[config.mk]
export PLATFORM = sky130hd
export DESIGN_NAME = sev_seg_scan_decoder_flat
export DESIGN_NICKNAME = d
export VERILOG_FILES = /design/src/rtl/sev_seg_scan_decoder_if.sv /design/src/rtl/sev_seg_scan_decoder.sv /design/src/flat_wrapper.sv
export SDC_FILE = /design/constraint.sdc
export NUM_CORES = 1
export LEC_CHECK = 0
export CAP_MARGIN = 10
export CORE_MARGIN = 2
export CORE_UTILIZATION = 42
export DETAILED_ROUTE_END_ITERATION = 6
export DONT_BUFFER_PORTS = 1
export PLACE_DENSITY_LB_ADDON = 0.15
export SLEW_MARGIN = 20
export SYNTH_ARGS = -nofsm -noshare
export SYNTH_HDL_FRONTEND = slang
export SYNTH_SLANG_ARGS = --single-unit
[constraint.sdc]
create_clock -name clk_i -period 3.17 [get_ports clk_i]
set_input_delay 0.634 -clock clk_i [delete_from_list [all_inputs] [get_ports clk_i]]
set_output_delay 0.634 -clock clk_i [all_outputs]
set_load 0.01 [all_outputs]
[src/rtl/sev_seg_scan_decoder_if.sv]
// Scanned seven-segment bus: segment lines plus one-hot digit select.
interface sev_seg_scan_decoder_if #(
    parameter int unsigned NUM_DIG = 5
);
    logic [7:0]         sev_data;
    logic [NUM_DIG-1:0] sev_sel;

    modport master (output sev_data, output sev_sel);
    modport slave  (input  sev_data, input  sev_sel);
endinterface

[src/rtl/sev_seg_scan_decoder.sv]
// Receive side of the multiplexed seven-segment display bus.
// Samples the scanned segment/select lines, de-ghosts each digit, maps segment
// patterns back to hex values and assembles complete frames.
// Optional feature macro: SEV_DEC_ERR_CNT_EN adds a saturating error counter port.
module sev_seg_scan_decoder #(
    parameter int unsigned NUM_DIG    = 5,
    parameter int unsigned STABLE_CNT = 4,
    parameter bit          SEG_ACT_LO = 1'b0,
    parameter int unsigned CAP_POS    = 3,
    parameter int unsigned LOC_POS    = 0
) (
    input  logic                   clk_i,
    input  logic                   rst_i,
    sev_seg_scan_decoder_if.slave  sev_if,
    output logic [4*NUM_DIG-1:0]   digits_o,
    output logic [NUM_DIG-1:0]     dps_o,
    output logic [2:0]             capacity_o,
    output logic [2:0]             best_place_o,
    output logic                   frame_valid_o,
    output logic                   pattern_err_o,
    output logic                   sel_err_o
`ifdef SEV_DEC_ERR_CNT_EN
    ,
    output logic [7:0]             err_count_o
`endif
);

    localparam int unsigned CNT_W = 8;
    localparam int unsigned DIG_W = 4 * NUM_DIG;

    // Segment pattern to hex value; bit 4 flags a legal pattern.
    function automatic logic [4:0] seg_decode(input logic [6:0] seg);
        case (seg)
            7'h3F:   return {1'b1, 4'h0};
            7'h06:   return {1'b1, 4'h1};
            7'h5B:   return {1'b1, 4'h2};
            7'h4F:   return {1'b1, 4'h3};
            7'h66:   return {1'b1, 4'h4};
            7'h6D:   return {1'b1, 4'h5};
            7'h7D:   return {1'b1, 4'h6};
            7'h07:   return {1'b1, 4'h7};
            7'h7F:   return {1'b1, 4'h8};
            7'h6F:   return {1'b1, 4'h9};
            7'h77:   return {1'b1, 4'hA};
            7'h7C:   return {1'b1, 4'hB};
            7'h39:   return {1'b1, 4'hC};
            7'h5E:   return {1'b1, 4'hD};
            7'h79:   return {1'b1, 4'hE};
            7'h71:   return {1'b1, 4'hF};
            default: return 5'b0_0000;
        endcase
    endfunction

    logic [7:0]         s1_data_q;
    logic [NUM_DIG-1:0] s1_sel_q;

    logic [7:0]         prev_data_q;
    logic [NUM_DIG-1:0] prev_sel_q;
    logic [CNT_W-1:0]   cnt_q, cnt_d;
    logic               acc_q, acc_d;
    logic               same_c, onehot_c, multi_c;

    logic [DIG_W-1:0]   shadow_val_q, shadow_val_d;
    logic [NUM_DIG-1:0] shadow_dp_q, shadow_dp_d;
    logic [NUM_DIG-1:0] seen_q, seen_d;
    logic [DIG_W-1:0]   digits_q, digits_d;
    logic [NUM_DIG-1:0] dps_q, dps_d;
    logic [2:0]         cap_q, cap_d;
    logic [2:0]         loc_q, loc_d;
    logic               fv_q, fv_d;
    logic               perr_q, perr_d;
    logic               serr_q;
    logic [4:0]         dec_c;

    // Input register, normalising polarity to active-high.
    always_ff @(posedge clk_i) begin
        if (rst_i) begin
            s1_data_q <= '0;
            s1_sel_q  <= '0;
        end else if (SEG_ACT_LO) begin
            s1_data_q <= ~sev_if.sev_data;
            s1_sel_q  <= ~sev_if.sev_sel;
        end else begin
            s1_data_q <= sev_if.sev_data;
            s1_sel_q  <= sev_if.sev_sel;
        end
    end

    // Stability tracking: run counter and a single accept strobe when the run reaches STABLE_CNT.
    always_comb begin
        same_c   = (s1_data_q == prev_data_q) && (s1_sel_q == prev_sel_q);
        onehot_c = (s1_sel_q != '0) && ((s1_sel_q & (s1_sel_q - NUM_DIG'(1))) == '0);
        multi_c  = (s1_sel_q != '0) && !onehot_c;
        cnt_d    = CNT_W'(1);
        acc_d    = 1'b0;
        if (same_c) begin
            cnt_d = (cnt_q >= CNT_W'(STABLE_CNT)) ? cnt_q : cnt_q + CNT_W'(1);
        end
        if (onehot_c) begin
            acc_d = same_c ? (cnt_q == CNT_W'(STABLE_CNT - 1)) : (STABLE_CNT == 1);
        end
    end

    // Stage-2 registers: previous sample, run counter, accept strobe, select error.
    always_ff @(posedge clk_i) begin
        if (rst_i) begin
            prev_data_q <= '0;
            prev_sel_q  <= '0;
            cnt_q       <= '0;
            acc_q       <= 1'b0;
            serr_q      <= 1'b0;
        end else begin
            prev_data_q <= s1_data_q;
            prev_sel_q  <= s1_sel_q;
            cnt_q       <= cnt_d;
            acc_q       <= acc_d;
            serr_q      <= multi_c;
        end
    end

    // Decode the accepted digit into the shadow frame and latch the frame once every slot is seen.
    always_comb begin
        shadow_val_d = shadow_val_q;
        shadow_dp_d  = shadow_dp_q;
        seen_d       = seen_q;
        digits_d     = digits_q;
        dps_d        = dps_q;
        cap_d        = cap_q;
        loc_d        = loc_q;
        fv_d         = 1'b0;
        perr_d       = 1'b0;
        dec_c        = seg_decode(prev_data_q[6:0]);
        if (acc_q) begin
            if (dec_c[4]) begin
                for (int unsigned i = 0; i < NUM_DIG; i++) begin
                    if (prev_sel_q[i]) begin
                        shadow_val_d[4*i +: 4] = dec_c[3:0];
                        shadow_dp_d[i]         = prev_data_q[7];
                        seen_d[i]              = 1'b1;
                    end
                end
            end else begin
                perr_d = 1'b1;
            end
        end
        // A digit accepted in the completion cycle still lands in the latched frame.
        if (&seen_q) begin
            digits_d = shadow_val_d;
            dps_d    = shadow_dp_d;
            cap_d    = shadow_val_d[4*CAP_POS +: 3];
            loc_d    = shadow_val_d[4*LOC_POS +: 3];
            fv_d     = 1'b1;
            seen_d   = '0;
        end
    end

    // Shadow frame, seen mask and registered outputs.
    always_ff @(posedge clk_i) begin
        if (rst_i) begin
            shadow_val_q <= '0;
            shadow_dp_q  <= '0;
            seen_q       <= '0;
            digits_q     <= '0;
            dps_q        <= '0;
            cap_q        <= '0;
            loc_q        <= '0;
            fv_q         <= 1'b0;
            perr_q       <= 1'b0;
        end else begin
            shadow_val_q <= shadow_val_d;
            shadow_dp_q  <= shadow_dp_d;
            seen_q       <= seen_d;
            digits_q     <= digits_d;
            dps_q        <= dps_d;
            cap_q        <= cap_d;
            loc_q        <= loc_d;
            fv_q         <= fv_d;
            perr_q       <= perr_d;
        end
    end

    assign digits_o      = digits_q;
    assign dps_o         = dps_q;
    assign capacity_o    = cap_q;
    assign best_place_o  = loc_q;
    assign frame_valid_o = fv_q;
    assign pattern_err_o = perr_q;
    assign sel_err_o     = serr_q;

`ifdef SEV_DEC_ERR_CNT_EN
    logic [7:0] err_cnt_q, err_cnt_d;
    logic [8:0] err_sum_c;

    // Saturating error total; both error kinds in one cycle add two.
    always_comb begin
        err_sum_c = 9'(err_cnt_q) + 9'(perr_d) + 9'(multi_c);
        err_cnt_d = err_sum_c[8] ? 8'hFF : err_sum_c[7:0];
    end

    // Error counter register.
    always_ff @(posedge clk_i) begin
        if (rst_i) begin
            err_cnt_q <= '0;
        end else begin
            err_cnt_q <= err_cnt_d;
        end
    end

    assign err_count_o = err_cnt_q;
`endif

endmodule

[src/flat_wrapper.sv]
// flat-port wrapper written by rule: the top's interface ports become plain ports
module sev_seg_scan_decoder_flat 
#(
    parameter int unsigned NUM_DIG    = 5,
    parameter int unsigned STABLE_CNT = 4,
    parameter bit          SEG_ACT_LO = 1'b0,
    parameter int unsigned CAP_POS    = 3,
    parameter int unsigned LOC_POS    = 0
)
  (clk_i, rst_i, digits_o, dps_o, capacity_o, best_place_o, frame_valid_o, pattern_err_o, sel_err_o, sev_if_sev_data, sev_if_sev_sel);
  sev_seg_scan_decoder_if #(.NUM_DIG(NUM_DIG)) sev_if_i ();
  input  logic clk_i;
  input  logic rst_i;
  output logic [4*NUM_DIG-1:0] digits_o;
  output logic [NUM_DIG-1:0] dps_o;
  output logic [2:0] capacity_o;
  output logic [2:0] best_place_o;
  output logic frame_valid_o;
  output logic pattern_err_o;
  output logic sel_err_o;
  input wire logic [$bits(sev_if_i.sev_data)-1:0] sev_if_sev_data;
  input wire logic [$bits(sev_if_i.sev_sel)-1:0] sev_if_sev_sel;
  assign sev_if_i.sev_data = sev_if_sev_data;
  assign sev_if_i.sev_sel = sev_if_sev_sel;
  sev_seg_scan_decoder #(.NUM_DIG(NUM_DIG), .STABLE_CNT(STABLE_CNT), .SEG_ACT_LO(SEG_ACT_LO), .CAP_POS(CAP_POS), .LOC_POS(LOC_POS)) u_core (.clk_i(clk_i), .rst_i(rst_i), .sev_if(sev_if_i), .digits_o(digits_o), .dps_o(dps_o), .capacity_o(capacity_o), .best_place_o(best_place_o), .frame_valid_o(frame_valid_o), .pattern_err_o(pattern_err_o), .sel_err_o(sel_err_o));
endmodule
# After elaboration in Yosys (flattened, before gate mapping)
# Cells that the tools add are included.
[word_totals] ff_bits=99 out_inout_bits=34
[op_classes] addsub=2 n_lt_le_gt_ge=1 n_eq_ne=20 mux=19 bitwise=4 n_reduce_logical=16
[op_table] operator="$eq A7 B7 Y1 const B" n=12
[op_table] operator="$pmux W5 S16" n=1
[op_table] operator="$mux W20" n=2
[op_table] operator="$mux W4" n=5
[op_table] operator="$reduce_and A3 Y1" n=5
[op_table] operator="$eq A7 B3 Y1 const B" n=2
[op_table] operator="$eq A7 B6 Y1 const B" n=2
[op_table] operator="$mux W5" n=2
[op_table] operator="$mux W1" n=9
[op_table] operator="$add A8 B1 Y8 const B" n=1
[op_table] operator="$eq A8 B2 Y1 const B" n=1
[op_table] operator="$eq A8 B8 Y1" n=1
[op_table] operator="$ge A8 B3 Y1 const B" n=1
[op_table] operator="$reduce_or A2 Y1" n=3
[op_table] operator="$and A5 B5 Y5" n=1
[op_table] operator="$eq A5 B5 Y1" n=1
[op_table] operator="$logic_not A5 Y1" n=1
[op_table] operator="$reduce_and A5 Y1" n=1
[op_table] operator="$reduce_bool A5 Y1" n=1
[op_table] operator="$sub A5 B1 Y5 const B" n=1
[op_table] operator="$logic_and A1 B1 Y1" n=3
[op_table] operator="$not A1 Y1" n=3
[op_table] operator="$reduce_or A3 Y1" n=1
[op_table] operator="$ne A2 B2 Y1 const B" n=1
[op_table] operator="$logic_not A1 Y1" n=1

# Longest topological paths before layout
[depth] ltp_word=6 mapped_depth=8

# Worst setup path before layout
# Ideal clock, no wire load.
[synth_timing] kind="register to register" from="register u_core.prev_data_q[1]" to="register u_core.loc_q[0], in the netlist u_core.best_place_o[0]" arrival_ps=2096 required_time_ps=3048 setup_slack_ps=952 stages_incl_launch_ff=9 n_path_buf=2 period_less_slack_ps=2218 path_cell_list="dfxtp_1 -> buf_6 -> and2_4 -> and3_4 -> o21a_4 -> or4_1 -> buf_2 -> and2_4 -> a221o_1"
[synth_between] elab_chain_cells=5
[synth_lines] element="start, declared" line="sev_seg_scan_decoder.sv:57" rtl="logic [7:0] prev_data_q;"
[synth_lines] element="start signal, assigned" line="sev_seg_scan_decoder.sv:113" rtl="prev_data_q <= s1_data_q;"
[synth_lines] element="$eq A7 B7 Y1, or another cell as far along" line="sev_seg_scan_decoder.sv:33" rtl="case (seg)"
[synth_lines] element="$pmux W5 S16 *" line="sev_seg_scan_decoder.sv:33"
[synth_lines] element="$mux W4" line="sev_seg_scan_decoder.sv:136" rtl="if (prev_sel_q[i]) begin"
[synth_lines] element="$mux W20 *" line="sev_seg_scan_decoder.sv:134" rtl="if (dec_c[4]) begin"
[synth_lines] element="$mux W20 *" line="sev_seg_scan_decoder.sv:133" rtl="if (acc_q) begin"
[synth_lines] element="end signal, assigned" line="sev_seg_scan_decoder.sv:176" rtl="loc_q <= loc_d;"
[synth_lines] element="end, declared" line="sev_seg_scan_decoder.sv:69" rtl="logic [2:0] loc_q, loc_d;"
# Mark *: on every way between the ends. The rest lies on a longest branch, timed or not.
# A chain may end at the register's enable or synchronous reset.

# Worst setup path in the final report
[layout_timing] from="register u_core.prev_data_q[2]" to="register u_core.dps_q[2], in the netlist u_core.dps_o[2]"
[layout_between] elab_chain_cells=4
[layout_lines] element="$eq A7 B7 Y1, or another cell as far along" line="sev_seg_scan_decoder.sv:33"
[layout_lines] element="$pmux W5 S16 *" line="sev_seg_scan_decoder.sv:33"
[layout_lines] element="$mux W5 *" line="sev_seg_scan_decoder.sv:134"
[layout_lines] element="$mux W5 *" line="sev_seg_scan_decoder.sv:133"
[layout_lines] element="end signal, assigned" line="sev_seg_scan_decoder.sv:174" rtl="dps_q <= dps_d;"
[layout_lines] element="end, declared" line="sev_seg_scan_decoder.sv:67" rtl="logic [NUM_DIG-1:0] dps_q, dps_d;"
# Marked as above.

==> reports/results.tsv <==
metric	value	unit
antenna_left	0	
synth_edf_count	0	
clk_pin_slew_worst_paths	0.09	ns
fmax	0.389	GHz
synth-seq-area-share	48.2	%
cp_cell_sequence	nor2b_4 > or4b_4 > and4_4 > a41oi_4 > mux2i_1 > a211oi_1	
power.density	494	mW/mm^2
antenna_found_initial	0	
slowest_stage	dfxtp_1	
cts.repair.resized	0	
cp-endpoint	u_core.dps_o[2]$_SDFFE_PP0P_	
cts_setup_buffers	0	
diodes	0	
drc_errors	0	
grt_pass1_vias	2584	
worstPathArrival	2.83	ns
gp_congestion	0.873	
nets	404	
finalCritPeriodShare	81.2	%
async_reset_ff_share	0	%
wl	7930	um
die_y	99.9	um
critical_path_class	register to register	
dpl.hpwl	5420	um
clock_sinks	93	
synth_fp_nets	419	
setup_tns	0	ns
cts_tree	done	
crit_fanout	14	
cp.required	3.42	ns
grt_pass1_wl	13200	um
portBuffers	0	
yosys_warnings	0	
hp-class	input pin to register	
leakage	1.42	nW
fin_skew	0.0116	ns
htree_levels	3	
worst_pin_slew	0.578	ns
ys_types	58	
critPathLaunch	u_core.prev_data_q[2]$_SDFF_PP0_	
io_pins	49	
r2r-start	u_core.prev_data_q[2]$_SDFF_PP0_	
via_per_inst	5.40	
cts_buffers	9	
max_slew_margin	61.5	%
syn_to_final_growth	4.40	%
min_period	2.57	ns
worstSkewPairLatency	0.36	ns
postSynthCellCount	402	
ir_worst_vdd	0.307	mV
maxCapViolations	0	
rows	34	
cpPeakStageDelay	0.62	ns
post-synth-top-count-cell	dfxtp_1	
regToRegSetupSlack	0.60	ns
synth_area_leaders	dfxtp_1 (48%), nor2b_1 (5.3%), nor2_1 (4.8%)	
synthesis.area	0.00386	sq mm
clock_path_buffers	2	
end_kind	register	
rsz0062_at_grt	false	
synth_top_area_share	48.2	%
finalSetupViolations	0	
drv_slew	0	
start_util	43.9	%
drive_gt1_share	8.67	%
dr_total_vias	2701	
grt_overflow_total	0	
synth_common_cells	dfxtp_1 (93), nor2_1 (49), nor2b_1 (33)	
avgSynthCellArea	9.61	sq um
drtIter0Drc	136	
grt_usage	16.8	%
grt_max_degree	68	
yosys.area.top_type	dfxtp_1	
cts-root-buf	clkbuf_8	
post_drt_wl_per_cell	15.9	um
holdBufCountCts	0	
finalPower	1.99	mW
status	complete, no violations	
core_area	0.00881	sq mm
ys.flop_type	dfxtp_1	
ys_seq_elements	93	
r2r_end	u_core.dps_o[2]$_SDFFE_PP0P_	
hold_viol	0	
start_kind	register	
die-area	0.00998	sq mm
die_w	99.9	um
reg2reg_depth	6	
min_path_cells	1	
dr.pass1.iters	4	
-- flip-flops by register name, summed over array words and instances, names as in the netlist --
name	flops
u_core.shadow_val_q	20
u_core.frame_valid_o	1
u_core.prev_sel_q	5
u_core.best_place_o	2
u_core.s1_sel_q	5
u_core.capacity_o	2
u_core.s1_data_q	8
u_core.acc_q	1
u_core.sel_err_o	1
u_core.prev_data_q	8
u_core.cnt_q	8
u_core.pattern_err_o	1
u_core.dps_o	5
u_core.seen_q	5
u_core.digits_o	16
u_core.shadow_dp_q	5
-- per-stage QoR --
step | area (sq um) | utilization [%] | setup WS, ns | cells | hold WS [ns]
2_1_floorplan | 3860 | - | 0.952 | 402 | 0.420
3_3_place_gp | 3860 | 43.8 | 0.617 | 484 | 0.439
3_5_place_dp | 3860 | 43.8 | 0.636 | 484 | 0.441
4_1_cts | 4030 | 45.8 | 0.614 | 500 | 0.317
5_1_grt | 4030 | 45.8 | 0.487 | 500 | 0.310
6_report | 4030 | 45.8 | 0.596 | 500 | 0.326
-- critical path: cells and delay by family (launching register included) --
| family | cells | cell delay [ns] |
|---|---|---|
| and+or+nand+nor | 3 | 1.01 |
| muxes | 1 | 0.30 |
| AOI/OAI and AO/OA | 2 | 0.53 |
| DFF | 1 | 0.62 |
-- area by class of cell --
cell class / count / area [sq um]
sequential: 93 / 1860
clock inverter: 4 / 31.3
tap: 108 / 135
timing repair buffer: 2 / 15.0
clock buffer: 12 / 145
fill: 835 / 4770
multi-input combinational: 274 / 1820
inverter: 7 / 26.3
-- routing by layer --
metal  part of all wire, %  GRT usage, %  wire (um)
met5                     0             0          0
met4                   1.3          5.06        105
met3                   6.0          5.15        477
met2                    44          25.3       3470
met1                    49          23.2       3870
-- where the power goes --
part / switching, mW / leakage, nW / internal, mW / total (mW)
Sequential: 0.0258 / 0.755 / 1.18 / 1.21
Combinational: 0.0254 / 0.569 / 0.0323 / 0.0577
Clock: 0.410 / 0.0914 / 0.313 / 0.724
-- cells by family after synthesis --
family,Yosys count,share of synthesized area (%)
DFF,93,48.2
xor gates and xnor gates,17,3.85
adders and majority gates,2,0.648
and+or+nand+nor,176,24.6
AOI/OAI and AO/OA,72,16.1
muxes,7,1.85
buffers and inverters,35,4.73
-- how the worst min path moves through the flow --
stage | from | to | slack, ns
after global routing | rst_i | u_core.shadow_dp_q[3]$_SDFF_PP0_ | 0.31
after floorplan | u_core.cnt_q[7]$_SDFFE_PP0P_ | u_core.cnt_q[7]$_SDFFE_PP0P_ | 0.42
final | rst_i | u_core.dps_o[2]$_SDFFE_PP0P_ | 0.33
after global placement | u_core.cnt_q[4]$_SDFFE_PP0P_ | u_core.cnt_q[4]$_SDFFE_PP0P_ | 0.44
after CTS | rst_i | u_core.shadow_dp_q[2]$_SDFF_PP0_ | 0.32
after detailed placement | u_core.cnt_q[4]$_SDFFE_PP0P_ | u_core.cnt_q[4]$_SDFFE_PP0P_ | 0.44
-- placed cells by master (no fill, tap or decap), drive strengths merged, types with 3 or more instances in the layout --
cell     count
a211oi      11
a21oi        8
a221o        5
a22oi        6
a2bb2oi      5
a41oi        4
and2        12
and3         3
clkbuf      12
dfxtp       93
inv          9
mux2i        6
nand2       29
nand3        3
nand4        6
nor2        49
nor2b       34
nor3        19
nor3b        3
nor4         3
o21a         7
o21ai       14
o31ai        5
xnor2        9
xor2         8
(Power assumes the default switching activity.)
